## src/rtl/ctrl_pkg.sv

```systemverilog
// Shared encodings for the multicycle control FSM and the ALU it drives.
package ctrl_pkg;
    typedef enum logic [3:0] {
        FETCH    = 4'd0,
        DECODE   = 4'd1,
        EXE_R    = 4'd2,
        WB_R     = 4'd3,
        EXE_I    = 4'd4,
        WB_I     = 4'd5,
        MEM_ADDR = 4'd6,
        MEM_RD   = 4'd7,
        WB_MEM   = 4'd8,
        MEM_WR   = 4'd9,
        BRANCH   = 4'd10,
        JUMP     = 4'd11,
        JAL      = 4'd12
    } state_t;

    typedef enum logic [4:0] {
        ALU_IDLE = 5'd0,  ALU_ADD = 5'd1,  ALU_SUB = 5'd2,  ALU_AND = 5'd3,
        ALU_OR   = 5'd4,  ALU_XOR = 5'd5,  ALU_NOR = 5'd6,  ALU_CMP = 5'd7,
        ALU_CMPU = 5'd8,  ALU_SL  = 5'd9,  ALU_SR  = 5'd10, ALU_SRA = 5'd11,
        ALU_LUI  = 5'd12, ALU_XAL = 5'd13
    } alu_op_t;

    localparam logic [5:0] OP_RTYPE = 6'h00, OP_J    = 6'h02, OP_JAL   = 6'h03;
    localparam logic [5:0] OP_BEQ   = 6'h04, OP_BNE  = 6'h05;
    localparam logic [5:0] OP_ADDI  = 6'h08, OP_ADDIU = 6'h09, OP_SLTI = 6'h0A;
    localparam logic [5:0] OP_SLTIU = 6'h0B, OP_ANDI = 6'h0C, OP_ORI   = 6'h0D;
    localparam logic [5:0] OP_XORI  = 6'h0E, OP_LUI  = 6'h0F;
    localparam logic [5:0] OP_LW    = 6'h23, OP_SW   = 6'h2B;

    localparam logic [5:0] FN_SLL = 6'h00, FN_SRL  = 6'h02, FN_SRA  = 6'h03, FN_JR  = 6'h08;
    localparam logic [5:0] FN_ADD = 6'h20, FN_ADDU = 6'h21, FN_SUB  = 6'h22, FN_SUBU = 6'h23;
    localparam logic [5:0] FN_AND = 6'h24, FN_OR   = 6'h25, FN_XOR  = 6'h26, FN_NOR = 6'h27;
    localparam logic [5:0] FN_SLT = 6'h2A, FN_SLTU = 6'h2B;

    localparam logic [1:0] SRCA_PC = 2'd0, SRCA_RS = 2'd1, SRCA_SHAMT = 2'd2;
    localparam logic [2:0] SRCB_RT = 3'd0, SRCB_FOUR = 3'd1, SRCB_SEXT = 3'd2;
    localparam logic [2:0] SRCB_ZEXT = 3'd3, SRCB_SEXT_SH2 = 3'd4;
    localparam logic [1:0] PC_ALU = 2'd0, PC_ALUOUT = 2'd1, PC_JTGT = 2'd2, PC_RS = 2'd3;
    localparam logic [1:0] RD_RT = 2'd0, RD_RD = 2'd1, RD_RA = 2'd2;
endpackage

```

## src/rtl/alu_op_decoder.sv

```systemverilog
// Maps (state, opcode, funct) to the ALU operation and the shamt srcA select.
module alu_op_decoder
    import ctrl_pkg::*;
(
    input  state_t      state,
    input  logic [5:0]  opcode,
    input  logic [5:0]  funct,
    output alu_op_t     alu_op,
    output logic        shamt_sel
);
    always_comb begin
        alu_op    = ALU_IDLE;
        shamt_sel = 1'b0;
        case (state)
            FETCH, DECODE, MEM_ADDR: alu_op = ALU_ADD;
            BRANCH:                  alu_op = ALU_SUB;
            JAL:                     alu_op = ALU_XAL;
            EXE_R: begin
                case (funct)
                    FN_ADD, FN_ADDU: alu_op = ALU_ADD;
                    FN_SUB, FN_SUBU: alu_op = ALU_SUB;
                    FN_AND:          alu_op = ALU_AND;
                    FN_OR:           alu_op = ALU_OR;
                    FN_XOR:          alu_op = ALU_XOR;
                    FN_NOR:          alu_op = ALU_NOR;
                    FN_SLT:          alu_op = ALU_CMP;
                    FN_SLTU:         alu_op = ALU_CMPU;
                    FN_SLL: begin alu_op = ALU_SL;  shamt_sel = 1'b1; end
                    FN_SRL: begin alu_op = ALU_SR;  shamt_sel = 1'b1; end
                    FN_SRA: begin alu_op = ALU_SRA; shamt_sel = 1'b1; end
                    default:         alu_op = ALU_IDLE;
                endcase
            end
            EXE_I: begin
                case (opcode)
                    OP_ADDI, OP_ADDIU: alu_op = ALU_ADD;
                    OP_SLTI:           alu_op = ALU_CMP;
                    OP_SLTIU:          alu_op = ALU_CMPU;
                    OP_ANDI:           alu_op = ALU_AND;
                    OP_ORI:            alu_op = ALU_OR;
                    OP_XORI:           alu_op = ALU_XOR;
                    OP_LUI:            alu_op = ALU_LUI;
                    default:           alu_op = ALU_IDLE;
                endcase
            end
            default: alu_op = ALU_IDLE;
        endcase
    end
endmodule

```

## src/rtl/ctrl_fsm.sv

```systemverilog
// Multicycle MIPS-style control FSM: registered state, combinational datapath controls.
module ctrl_fsm
    import ctrl_pkg::*;
(
    input  logic       i_clk,
    input  logic       i_rst,
    input  logic [5:0] i_CTRL_opcode,
    input  logic [5:0] i_CTRL_funct,
    input  logic       i_CTRL_zero,
    output logic       o_CTRL_pcWrite,
    output logic       o_CTRL_irWrite,
    output logic       o_CTRL_memRead,
    output logic       o_CTRL_memWrite,
    output logic       o_CTRL_regWrite,
    output logic       o_CTRL_iOrD,
    output logic [1:0] o_CTRL_regDst,
    output logic       o_CTRL_memToReg,
    output logic [1:0] o_CTRL_srcASel,
    output logic [2:0] o_CTRL_srcBSel,
    output logic [1:0] o_CTRL_pcSrc,
    output logic [4:0] o_CTRL_aluOp,
    output logic [3:0] o_CTRL_state
);
    state_t  state;
    alu_op_t alu_op;
    logic    shamt_sel;

    alu_op_decoder u_dec (
        .state     (state),
        .opcode    (i_CTRL_opcode),
        .funct     (i_CTRL_funct),
        .alu_op    (alu_op),
        .shamt_sel (shamt_sel)
    );

    always_ff @(posedge i_clk or posedge i_rst) begin
        if (i_rst) begin
            state <= FETCH;
        end else begin
            case (state)
                FETCH: state <= DECODE;
                DECODE: begin
                    if (i_CTRL_opcode == OP_RTYPE)                      state <= EXE_R;
                    else if (i_CTRL_opcode == OP_LW || i_CTRL_opcode == OP_SW) state <= MEM_ADDR;
                    else if (i_CTRL_opcode[5:3] == 3'b001)              state <= EXE_I;
                    else if (i_CTRL_opcode == OP_BEQ || i_CTRL_opcode == OP_BNE) state <= BRANCH;
                    else if (i_CTRL_opcode == OP_J)                     state <= JUMP;
                    else if (i_CTRL_opcode == OP_JAL)                   state <= JAL;
                    else                                                state <= FETCH;
                end
                EXE_R:    state <= (alu_op != ALU_IDLE) ? WB_R : FETCH;
                EXE_I:    state <= WB_I;
                MEM_ADDR: state <= (i_CTRL_opcode == OP_LW) ? MEM_RD : MEM_WR;
                MEM_RD:   state <= WB_MEM;
                default:  state <= FETCH;
            endcase
        end
    end

    always_comb begin
        o_CTRL_pcWrite  = 1'b0;
        o_CTRL_irWrite  = 1'b0;
        o_CTRL_memRead  = 1'b0;
        o_CTRL_memWrite = 1'b0;
        o_CTRL_regWrite = 1'b0;
        o_CTRL_iOrD     = 1'b0;
        o_CTRL_regDst   = RD_RT;
        o_CTRL_memToReg = 1'b0;
        o_CTRL_srcASel  = SRCA_PC;
        o_CTRL_srcBSel  = SRCB_RT;
        o_CTRL_pcSrc    = PC_ALU;
        case (state)
            FETCH: begin
                o_CTRL_memRead = 1'b1;
                o_CTRL_irWrite = 1'b1;
                o_CTRL_srcBSel = SRCB_FOUR;
                o_CTRL_pcWrite = 1'b1;
            end
            DECODE: o_CTRL_srcBSel = SRCB_SEXT_SH2;
            EXE_R: begin
                if (shamt_sel)                o_CTRL_srcASel = SRCA_SHAMT;
                else if (alu_op != ALU_IDLE)  o_CTRL_srcASel = SRCA_RS;
                if (i_CTRL_funct == FN_JR) begin
                    o_CTRL_pcWrite = 1'b1;
                    o_CTRL_pcSrc   = PC_RS;
                end
            end
            WB_R: begin
                o_CTRL_regWrite = 1'b1;
                o_CTRL_regDst   = RD_RD;
            end
            EXE_I: begin
                o_CTRL_srcASel = SRCA_RS;
                o_CTRL_srcBSel = (i_CTRL_opcode[2]) ? SRCB_ZEXT : SRCB_SEXT;
            end
            WB_I: o_CTRL_regWrite = 1'b1;
            MEM_ADDR: begin
                o_CTRL_srcASel = SRCA_RS;
                o_CTRL_srcBSel = SRCB_SEXT;
            end
            MEM_RD: begin
                o_CTRL_memRead = 1'b1;
                o_CTRL_iOrD    = 1'b1;
            end
            WB_MEM: begin
                o_CTRL_regWrite = 1'b1;
                o_CTRL_memToReg = 1'b1;
            end
            MEM_WR: begin
                o_CTRL_memWrite = 1'b1;
                o_CTRL_iOrD     = 1'b1;
            end
            BRANCH: begin
                o_CTRL_srcASel = SRCA_RS;
                o_CTRL_pcSrc   = PC_ALUOUT;
                o_CTRL_pcWrite = (i_CTRL_opcode == OP_BNE) ? !i_CTRL_zero : i_CTRL_zero;
            end
            JUMP: begin
                o_CTRL_pcWrite = 1'b1;
                o_CTRL_pcSrc   = PC_JTGT;
            end
            JAL: begin
                o_CTRL_pcWrite  = 1'b1;
                o_CTRL_pcSrc    = PC_JTGT;
                o_CTRL_regWrite = 1'b1;
                o_CTRL_regDst   = RD_RA;
            end
            default: ;
        endcase
        // state already reads FETCH during reset; its strobes must still be held off
        if (i_rst) begin
            o_CTRL_pcWrite  = 1'b0;
            o_CTRL_irWrite  = 1'b0;
            o_CTRL_memRead  = 1'b0;
            o_CTRL_memWrite = 1'b0;
            o_CTRL_regWrite = 1'b0;
        end
    end

    assign o_CTRL_aluOp = alu_op;
    assign o_CTRL_state = state;
endmodule

```

## config.mk

```make
export PLATFORM = sky130hd
export DESIGN_NAME = ctrl_fsm
export DESIGN_NICKNAME = d
export VERILOG_FILES = /design/src/rtl/ctrl_pkg.sv /design/src/rtl/alu_op_decoder.sv /design/src/rtl/ctrl_fsm.sv
export SDC_FILE = /design/constraint.sdc
export NUM_CORES = 1
export LEC_CHECK = 0
export BUFFER_PORTS_ARGS = -buffer_cell sky130_fd_sc_hd__buf_2
export CAP_MARGIN = 20
export CORE_ASPECT_RATIO = 1.1
export CORE_MARGIN = 2
export CORE_UTILIZATION = 25
export DETAILED_ROUTE_END_ITERATION = 8
export MAX_ROUTING_LAYER = met4
export PLACE_DENSITY_LB_ADDON = 0.25
export RECOVER_POWER = 100
export SLEW_MARGIN = 20
export SYNTH_ARGS = -nofsm -noshare
export SYNTH_HDL_FRONTEND = slang
export SYNTH_HIERARCHICAL = 1
export SYNTH_SLANG_ARGS = --single-unit
```

## constraint.sdc

```tcl
create_clock -name i_clk -period 4.1 [get_ports i_clk]
set_clock_uncertainty 0.2 [all_clocks]
set_input_delay 0.82 -clock i_clk [delete_from_list [all_inputs] [get_ports i_clk]]
set_output_delay 0.82 -clock i_clk [all_outputs]
set_load 0.05 [all_outputs]
```

==> flow_summary_export.csv, run 1 <==
group,metric,value,unit
run_status,status,"finished clean",
clock_tree,hold_buffers,0,
clock_tree,clk_pin_slew,0.03,ns
yosys,synth_top_cell_area_share,10.9,%
timing,max_freq,267,MHz
floorplan,die-height,67.5,um
floorplan,io_pins,40,
timing,setup_viol,0,
critical_path,r2r_cells,7,
yosys,synth_top_area_cell,"dfrtp_1",
timing,rsz0062_at_grt,"false",
clock_tree,ctsLongestPathBuffers,2,
floorplan,dieArea,0.00416,mm2
yosys,syn_area,916,um2
clock_tree,cts_buffers,3,
timing,drv_slew,0,
route,num_vias,1119,
yosys,yosys_warnings,6,
critical_path,worst-r2r-setup-slack,1.52,ns
yosys,syn_nets,155,
route,antenna_left,0,
timing,tns,0,ns
clock_tree,root_buffer,"clkbuf_8",
global_route,grt_max_degree,18,
critical_path,cp.arrival,2.73,ns
yosys,ys_ff_latch,4,
critical_path,criticalPathCategory,"primary input to output port",
global_route,grt_pass1_wl,4410,um
timing,slew_headroom,59.5,%
timing,post-route-period-util,91.4,%
critical_path,cp_slowest_cell,"or4b_4",
yosys,yosys-top-cells-count,"nor2_1 (17), nand2_1 (13), nor3_1 (10), a21oi_1 (8), inv_1 (7)",
route,vias_per_cell,5.00,
layout,final_cells,224,
clock_tree,cts_tree,"done",
layout,final_util,32.5,%
floorplan,die_x,61.7,um
clock_tree,cts-resized-gates,0,
yosys,synth_flop_cell,"dfrtp_1",
clock_tree,clkLatencyLatePin,0.22,ns
placement,dpl-instance-area,0.00116,mm2
clock_tree,cts.sinks,4,
route,wl_per_cell,12.5,um
power_and_ir_drop,p_leak,0.000433,uW
yosys,synth_cell_types,46,
critical_path,reg2reg_to,"o_CTRL_state[1]",
timing,finalHoldViolations,0,
global_route,antenna_found_initial,0,
yosys,syn_area_per_cell,6.54,um2
power_and_ir_drop,ir_worst_vdd,0.315,mV
layout,seqCellArea,100,um2
placement,place_ws,0.524,ns
critical_path,critPathCaptureType,"output port",
timing,worst_pin_slew,0.611,ns
global_route,grt_pass1_vias,996,
power_and_ir_drop,powerDensity,553,mW/mm2
critical_path,worst-path-buf-inv,2,
route,wirelength,2790,um
critical_path,path_common_cell,"clkbuf_1",
floorplan,initial_core_util,25.7,%
layout,design_area,0.00116,mm2
layout,area_growth,26.5,%
placement,post-place-cells,221,
timing,timing.final.ws_setup,0.351,ns
critical_path,rr_startpoint,"o_CTRL_state[2]",
yosys,yosysMostFrequentCell,"nor2_1",
placement,place_congestion,0.777,
layout,nets,191,
worst_hold_path,hold_class,"primary input to asynchronous set/reset pin",
layout,multiInputGateArea,751,um2
critical_path,required,3.08,ns
route,first_pass_iters,6,
layout,num_antenna_cells,0,
yosys,synthArstFlopShare,100,%
yosys,synth_area_leaders,"dfrtp_1 (11%), nor2_1 (7.0%), nor3_1 (5.5%)",
layout,nFillCells,441,
layout,largest_reg_flops,4,
timing,period_minus_slack,3.75,ns
run,maxCapViolCount,0,
critical_path,crit_fanout,12,
critical_path,start_kind,"primary input",
floorplan,coreArea,0.00357,mm2
clock_tree,ctsHtreeMaxLevel,1,
critical_path,cp_slowest_stage_delay,0.53,ns
critical_path,path_delay_family,"buffers and inverters",
clock_tree,post_cts_buffers,0,
floorplan,rows,23,
yosys,synth_edf_count,0,
placement,io_buffer_count,38,
route,drc_errors,0,
critical_path,crit_path_cell_trace,"clkbuf_1 -> or4b_4 -> nor3_4 -> nand2_1 -> a311oi_1 -> clkbuf_1",
global_route,grt.total_usage,14.6,%
route,drt-initial-drc-count,58,
yosys,netlist_instances,140,
placement,dp_hpwl,2170,um
global_route,grt_overflow,0,
yosys,yosysSeqAreaShare,10.9,%
layout,final_layout_size_suffix_gt1_share,17.2,%
==> cell families after synthesis <==
logic type | after synthesis | synth area share (%)
multiplexers | 4 | 4.64
buffers and inverters | 17 | 7.79
other | 1 | 0.409
AND/OR/NAND/NOR | 75 | 47.4
AO/OA/AOI/OAI | 37 | 26.9
flip-flops | 4 | 10.9
XOR/XNOR | 2 | 1.91
==> worst max-delay path by stage <==
| stage | slack (ns) | to | depth (start not counted) | startpoint |
|---|---|---|---|---|
| finish | 0.35 | o_CTRL_pcWrite | 6 | i_CTRL_funct[3] |
| global route | 0.16 | o_CTRL_srcASel[0] | 10 | i_CTRL_funct[3] |
| CTS | 0.52 | o_CTRL_srcASel[0] | 10 | i_CTRL_opcode[5] |
| detailed placement | 0.52 | o_CTRL_srcASel[0] | 10 | i_CTRL_opcode[5] |
| global placement | 0.56 | o_CTRL_srcASel[0] | 10 | i_CTRL_funct[4] |
| floorplan | 0.11 | o_CTRL_srcASel[0] | 7 | i_CTRL_funct[4] |
==> power breakdown <==
part	internal, uW	switching [uW]
registers	50.9	27.9
logic	123	355
clock network	62.6	21.1
==> stage by stage <==
stage / total power (uW) / hold WS, ns
after floorplan: 465 / 0.394
after global placement: 579 / 0.449
after detailed placement: 575 / 0.449
after CTS: 662 / 0.342
after global routing: 686 / 0.385
final: 641 / 0.365
==> layout make-up <==
type / count / share of cell area (%)
Multi-Input combinational cell: 119 / 64.8
Timing Repair Buffer: 41 / 15.3
Sequential cell: 4 / 8.64
Tap cell: 50 / 5.40
Clock buffer: 3 / 3.56
Inverter: 7 / 2.27
==> placed cells by master, fill, tap and decap left out, types with 2 or more instances in the layout <==
master / Yosys / routed
o21a_1: 2 / 2
nand2b_1: 5 / 5
nor3_2: 2 / 2
a2111oi_0: 2 / 2
inv_1: 7 / 7
mux2i_1: 2 / 2
nand3_1: 2 / 2
nor4_1: 2 / 2
nor3_1: 10 / 10
a21o_1: 2 / 2
clkbuf_1: 6 / 26
dfrtp_1: 4 / 4
buf_4: 1 / 2
and2_1: 2 / 2
buf_2: 2 / 13
o21bai_1: 2 / 2
nand2_1: 13 / 13
clkbuf_8: 0 / 3
o21ai_0: 6 / 6
or4b_4: 2 / 2
o22ai_2: 1 / 2
a311o_1: 2 / 2
a31oi_1: 3 / 3
mux2_2: 2 / 2
nor3b_1: 3 / 3
a21oi_1: 8 / 8
o22ai_1: 4 / 3
nor2_1: 17 / 17
a22oi_1: 2 / 2
nor2b_1: 6 / 6
==> per-layer routing <==
layer / up-vias / wire, um / part of all wire [%] / GRT usage, %
li1: 571 / - / - / -
met1: 508 / 1250 / 45 / 17.8
met2: 36 / 1320 / 47 / 23.4
met3: 4 / 190 / 6.8 / 4.21
met4: 0 / 29 / 1.0 / 3.99
met5: - / 0 / 0 / -
==> worst register-to-register path: cells and delay by family, from the launching register on <==
kind / cells / cell delay (ns)
AOI/OAI and AO/OA: 3 / 0.69
DFF: 1 / 0.54
and+or+nand+nor: 4 / 1.09
Note: power is estimated with default switching activity, not from simulation.
==> run 2: changes to the inputs <==
--- a/config.mk
+++ b/config.mk
@@ -13,7 +13,6 @@
 export DETAILED_ROUTE_END_ITERATION = 8
 export MAX_ROUTING_LAYER = met4
 export PLACE_DENSITY_LB_ADDON = 0.25
-export RECOVER_POWER = 100
 export SLEW_MARGIN = 20
 export SYNTH_ARGS = -nofsm -noshare
 export SYNTH_HDL_FRONTEND = slang
==> run 2 against run 1 <==
Worst hold slack lost 0.026 ns. Wire length grew 1.3%. Clock power is essentially flat. Sequential cell count is the same. Core utilization grew 1.1 points. Design area grew 3.5%. Clock-buffer cell count is the same. Sequential power is essentially flat. Via count grew 1.7%. First-iteration DRC count grew 24%. Global-route usage is the same. Largest cell class unchanged.
==> flow_summary_export.csv, run 2 (synthesis gave the netlist of run 1 again) <==
group,metric,value,unit
critical_path,cp.arrival,2.55,ns
clock_tree,cts_tree,"done",
route,num_vias,1138,
critical_path,required,3.08,ns
layout,multiInputGateArea,756,um2
timing,timing.final.ws_setup,0.529,ns
critical_path,crit_fanout,7,
layout,nets,191,
global_route,antenna_found_initial,0,
floorplan,dieArea,0.00416,mm2
layout,layout_commonest_cell,"buf_2",
clock_tree,ctsHtreeMaxLevel,1,
layout,nFillCells,425,
clock_tree,root_buffer,"clkbuf_8",
critical_path,start_kind,"primary input",
critical_path,rr_startpoint,"o_CTRL_state[2]",
route,wirelength,2830,um
clock_tree,cts.sinks,4,
layout,final_util,33.6,%
power_and_ir_drop,p_leak,0.000539,uW
route,drc_errors,0,
timing,drv_slew,0,
global_route,grt_pass1_wl,4410,um
power_and_ir_drop,combPwrFrac,75.2,%
clock_tree,cts-resized-gates,0,
layout,final_layout_size_suffix_gt1_share,33.3,%
floorplan,die_x,61.7,um
floorplan,initial_core_util,25.7,%
placement,post-place-cells,221,
power_and_ir_drop,powerDensity,549,mW/mm2
layout,area_growth,30.9,%
power_and_ir_drop,power_frac_seq,12.0,%
critical_path,crit_path_cell_trace,"buf_2 -> nor3b_1 -> nand2_1 -> nor4_1 -> a311o_1 -> nor3_1 -> nand2_1 -> a21oi_1 -> nor3_2 -> buf_2",
layout,seqCellArea,100,um2
timing,setup_viol,0,
timing,finalHoldViolations,0,
critical_path,cp_slowest_cell,"nor3b_1",
placement,dpl-instance-area,0.00116,mm2
layout,num_antenna_cells,0,
floorplan,die-height,67.5,um
timing,rsz0062_at_grt,"false",
route,drt-initial-drc-count,72,
timing,worst_pin_slew,0.493,ns
critical_path,critPathCaptureType,"output port",
timing,tns,0,ns
placement,dp_hpwl,2170,um
clock_tree,ctsLongestPathBuffers,2,
global_route,grt_max_degree,18,
layout,design_area,0.00120,mm2
placement,place_congestion,0.777,
run_status,status,"finished clean",
route,first_pass_iters,4,
timing,slew_headroom,66.7,%
placement,place_ws,0.524,ns
global_route,grt.total_usage,14.6,%
timing,max_freq,280,MHz
placement,io_buffer_count,38,
floorplan,coreArea,0.00357,mm2
route,antenna_left,0,
clock_tree,clk_pin_slew,0.03,ns
layout,final_cells,224,
power_and_ir_drop,switchingPower,406,uW
critical_path,worst-r2r-setup-slack,1.52,ns
floorplan,rows,23,
clock_tree,cts_buffers,3,
timing,period_minus_slack,3.57,ns
power_and_ir_drop,p_int,252,uW
run,maxCapViolCount,0,
layout,final_cell_mix,"buf_2 (38), nor2_1 (17), nand2_1 (13)",
power_and_ir_drop,power.share.clock,12.8,%
clock_tree,hold_buffers,0,
route,wl_per_cell,12.6,um
clock_tree,clkLatencyLatePin,0.22,ns
power_and_ir_drop,swShare,61.7,%
critical_path,criticalPathCategory,"primary input to output port",
layout,largest_reg_flops,4,
critical_path,r2r_cells,8,
clock_tree,post_cts_buffers,0,
critical_path,reg2reg_to,"o_CTRL_state[1]",
timing,post-route-period-util,87.1,%
route,vias_per_cell,5.08,
worst_hold_path,hold_class,"primary input to asynchronous set/reset pin",
global_route,grt_pass1_vias,996,
power_and_ir_drop,ir_worst_vdd,0.339,mV
global_route,grt_overflow,0,
floorplan,io_pins,40,
critical_path,cp_slowest_stage_delay,0.42,ns
run 2: how the worst max path moves through the flow:
stage / startpoint / to / slack, ns / cells after the start
2_1_floorplan: i_CTRL_funct[4] / o_CTRL_srcASel[0] / 0.11 / 7
3_3_place_gp: i_CTRL_funct[4] / o_CTRL_srcASel[0] / 0.56 / 10
3_5_place_dp: i_CTRL_opcode[5] / o_CTRL_srcASel[0] / 0.52 / 10
4_1_cts: i_CTRL_opcode[5] / o_CTRL_srcASel[0] / 0.52 / 10
5_1_grt: i_CTRL_opcode[5] / o_CTRL_srcASel[0] / 0.30 / 10
6_report: i_CTRL_opcode[5] / o_CTRL_srcASel[0] / 0.53 / 10
run 2: cell type report:
type | count | area share [%]
multi-input cells | 119 | 63.0
repair buffers | 41 | 17.7
flip-flops and latches | 4 | 8.35
well taps | 50 | 5.22
clock buffers | 3 | 3.44
inverters | 7 | 2.19
run 2: power groups by stage:
stage / registers, uW / logic (uW) / clock network (uW)
5_1_grt: 81.3 / 534 / 87.3
6_report: 79.0 / 496 / 84.0
3_3_place_gp: 79.4 / 500 / 0
2_1_floorplan: 108 / 357 / 0
3_5_place_dp: 79.0 / 496 / 0
4_1_cts: 79.0 / 498 / 85.0
run 2: per-stage QoR:
step	total power, uW	hold slack [ns]
after floorplan	465	0.394
after global placement	579	0.449
after detailed placement	575	0.449
after CTS	662	0.342
after global routing	703	0.350
final	659	0.339
run 2: per-layer routing:
layer  share of wire, %  track usage, %  wire length (um)  vias up
met2                 47            23.4              1320       45
met4                1.0            3.99                29        0
met5                  0               -                 0        -
li1                   -               -                 -      574
met3                7.1            4.21               201        4
met1                 45            17.8              1270      515
run 2: worst max-delay path: cells and delay by family:
family,cells,cell delay (ns)
AND/OR/NAND/NOR,6,1.05
buffers and inverters,2,0.40
AO/OA/AOI/OAI,2,0.27
==> run 3: changes to the inputs <==
--- a/config.mk
+++ b/config.mk
@@ -8,7 +8,7 @@
 export BUFFER_PORTS_ARGS = -buffer_cell sky130_fd_sc_hd__buf_2
 export CAP_MARGIN = 20
 export CORE_ASPECT_RATIO = 1.1
-export CORE_MARGIN = 2
+export CORE_MARGIN = 4
 export CORE_UTILIZATION = 25
 export DETAILED_ROUTE_END_ITERATION = 8
 export MAX_ROUTING_LAYER = met4
==> run 3 against run 2 <==
Global-route usage fell by 1.9 points. Wire length rose by 2.0%. Design area fell by 3.0%. Worst hold slack got worse by 0.026 ns. Power fell by 6.4%. Largest power group unchanged. First-iteration DRC count fell by 33%. Critical endpoint unchanged. Register-to-register slack got worse by 0.08 ns. Sequential cell count did not move. Maximum frequency fell by 0.70%. Cell count fell by 1.8%. Highest routed layer unchanged. Combinational power fell by 5.8%.
==> flow_summary_export.csv, run 3 (synthesis gave the netlist of run 1 again) <==
group,metric,value,unit
run_status,status,"finished clean",
power_and_ir_drop,switchingPower,402,uW
power_and_ir_drop,powerDensity,530,mW/mm2
floorplan,die-height,71.5,um
route,num_vias,1120,
layout,area_growth,26.9,%
layout,nets,189,
timing,finalHoldViolations,0,
power_and_ir_drop,power_frac_seq,15.8,%
critical_path,cp.arrival,2.58,ns
layout,design_area,0.00116,mm2
clock_tree,post_cts_buffers,0,
power_and_ir_drop,p_leak,0.000521,uW
clock_tree,ctsHtreeMaxLevel,1,
timing,rsz0062_at_grt,"false",
critical_path,criticalPathCategory,"primary input to output port",
global_route,grt_max_degree,21,
clock_tree,hold_buffers,0,
power_and_ir_drop,finalPower,616,uW
critical_path,worst-path-buf-inv,2,
global_route,grt_pass1_wl,4740,um
floorplan,initial_core_util,26.6,%
clock_tree,cts.sinks,4,
global_route,grt_overflow,0,
timing,worst_pin_slew,0.645,ns
placement,post-place-cells,217,
route,wirelength,2880,um
power_and_ir_drop,power.share.clock,8.3,%
placement,io_buffer_count,38,
timing,period_minus_slack,3.60,ns
timing,setup_viol,0,
layout,largest_reg_flops,4,
placement,place_congestion,0.887,
critical_path,path_delay_family,"compound AO/OA/AOI/OAI gates",
placement,dp_hpwl,2250,um
critical_path,crit_path_cell_trace,"buf_2 -> or3b_1 -> o21ai_1 -> a311o_1 -> a21o_1 -> nor3_1 -> nand2_1 -> a21oi_1 -> nor3_2 -> buf_2",
route,vias_per_cell,5.09,
clock_tree,ctsLongestPathBuffers,2,
critical_path,start_kind,"primary input",
critical_path,cp_slowest_cell,"a311o_1",
critical_path,critPathCaptureType,"output port",
clock_tree,cts-resized-gates,0,
route,first_pass_iters,4,
layout,final_cell_mix,"buf_2 (38), nor2_1 (17), nand2_1 (13)",
placement,dpl-instance-area,0.00114,mm2
global_route,grt.total_usage,12.8,%
floorplan,die_x,65.7,um
timing,max_freq,278,MHz
timing,slew_headroom,57.0,%
floorplan,rows,22,
critical_path,required,3.08,ns
floorplan,coreArea,0.00344,mm2
timing,tns,0,ns
layout,nFillCells,390,
layout,final_layout_size_suffix_gt1_share,32.6,%
timing,post-route-period-util,87.7,%
global_route,antenna_found_initial,0,
clock_tree,clk_pin_slew,0.04,ns
critical_path,path_common_cell,"buf_2",
floorplan,dieArea,0.00470,mm2
clock_tree,cts_buffers,3,
global_route,grt_pass1_vias,1032,
route,drt-initial-drc-count,48,
layout,final_cells,220,
route,wl_per_cell,13.1,um
clock_tree,cts_tree,"done",
layout,final_util,33.8,%
route,drc_errors,0,
clock_tree,clkLatencyLatePin,0.25,ns
run,maxCapViolCount,0,
power_and_ir_drop,p_int,214,uW
power_and_ir_drop,swShare,65.2,%
route,antenna_left,0,
clock_tree,root_buffer,"clkbuf_4",
floorplan,io_pins,40,
critical_path,cp_slowest_stage_delay,0.36,ns
timing,drv_slew,0,
layout,layout_commonest_cell,"buf_2",
worst_hold_path,hold_class,"primary input to asynchronous set/reset pin",
critical_path,crit_fanout,12,
power_and_ir_drop,ir_worst_vdd,0.281,mV
power_and_ir_drop,combPwrFrac,75.8,%
layout,num_antenna_cells,0,
-- run 3: cell count changes in the layout (fill, tap and decap cells not counted) --
| cell | previous run | this run |
|---|---|---|
| clkbuf_4 | 0 | 3 |
| clkbuf_8 | 3 | 0 |
| buf_4 | 3 | 1 |
-- run 3: power by group through the flow --
stage | Clock, uW | Sequential (uW) | Combinational [uW]
finish | 51.4 | 97.6 | 467
global route | 53.3 | 103 | 503
CTS | 51.7 | 97.8 | 470
detailed placement | 0 | 98.7 | 468
global placement | 0 | 99.6 | 471
floorplan | 0 | 108 | 357
-- run 3: through the flow --
stage	hold WS [ns]	setup slack [ns]
after floorplan	0.394	0.113
after global placement	0.578	0.521
after detailed placement	0.576	0.481
after CTS	0.318	0.479
after global routing	0.335	0.292
final	0.313	0.504
-- run 3: final cells by class --
type | instances | area (um2) | area share (%)
well taps | 48 | 60.1 | 5.17
clock buffers | 3 | 22.5 | 1.94
repair buffers | 39 | 198 | 17.0
inverters | 7 | 26.3 | 2.26
multi-input cells | 119 | 756 | 65.0
flip-flops and latches | 4 | 100 | 8.61
-- run 3: per-layer routing --
metal	track usage [%]	vias to the layer above	part of all wire [%]
met5	-	-	0
met4	4.15	0	1.7
met3	2.04	7	5.5
met2	19.9	37	45
met1	16.7	505	47
li1	-	571	-
-- run 3: worst paths after layout --
path	from	to	slack, ns	depth (start not counted)
max	i_CTRL_funct[3]	o_CTRL_srcASel[0]	0.50	10
min	i_rst	o_CTRL_state[3]	0.31	2
max reg2reg	o_CTRL_state[0]	o_CTRL_state[1]	1.44	7
min reg2reg	o_CTRL_state[1]	o_CTRL_state[2]	0.62	3
max in group asynchronous	i_rst	o_CTRL_state[0]	3.20	2
min in group i_clk	o_CTRL_state[1]	o_CTRL_state[2]	0.62	3
-- run 3: worst register-to-register path: stages, from the launching register on --
cell and delay, ns:
dfrtp_1 0.56, or4b_4 0.64, nor3_1 0.22, a311o_1 0.17, nor3_1 0.08, and3b_1 0.18
a2111oi_0 0.43, a21o_1 0.13
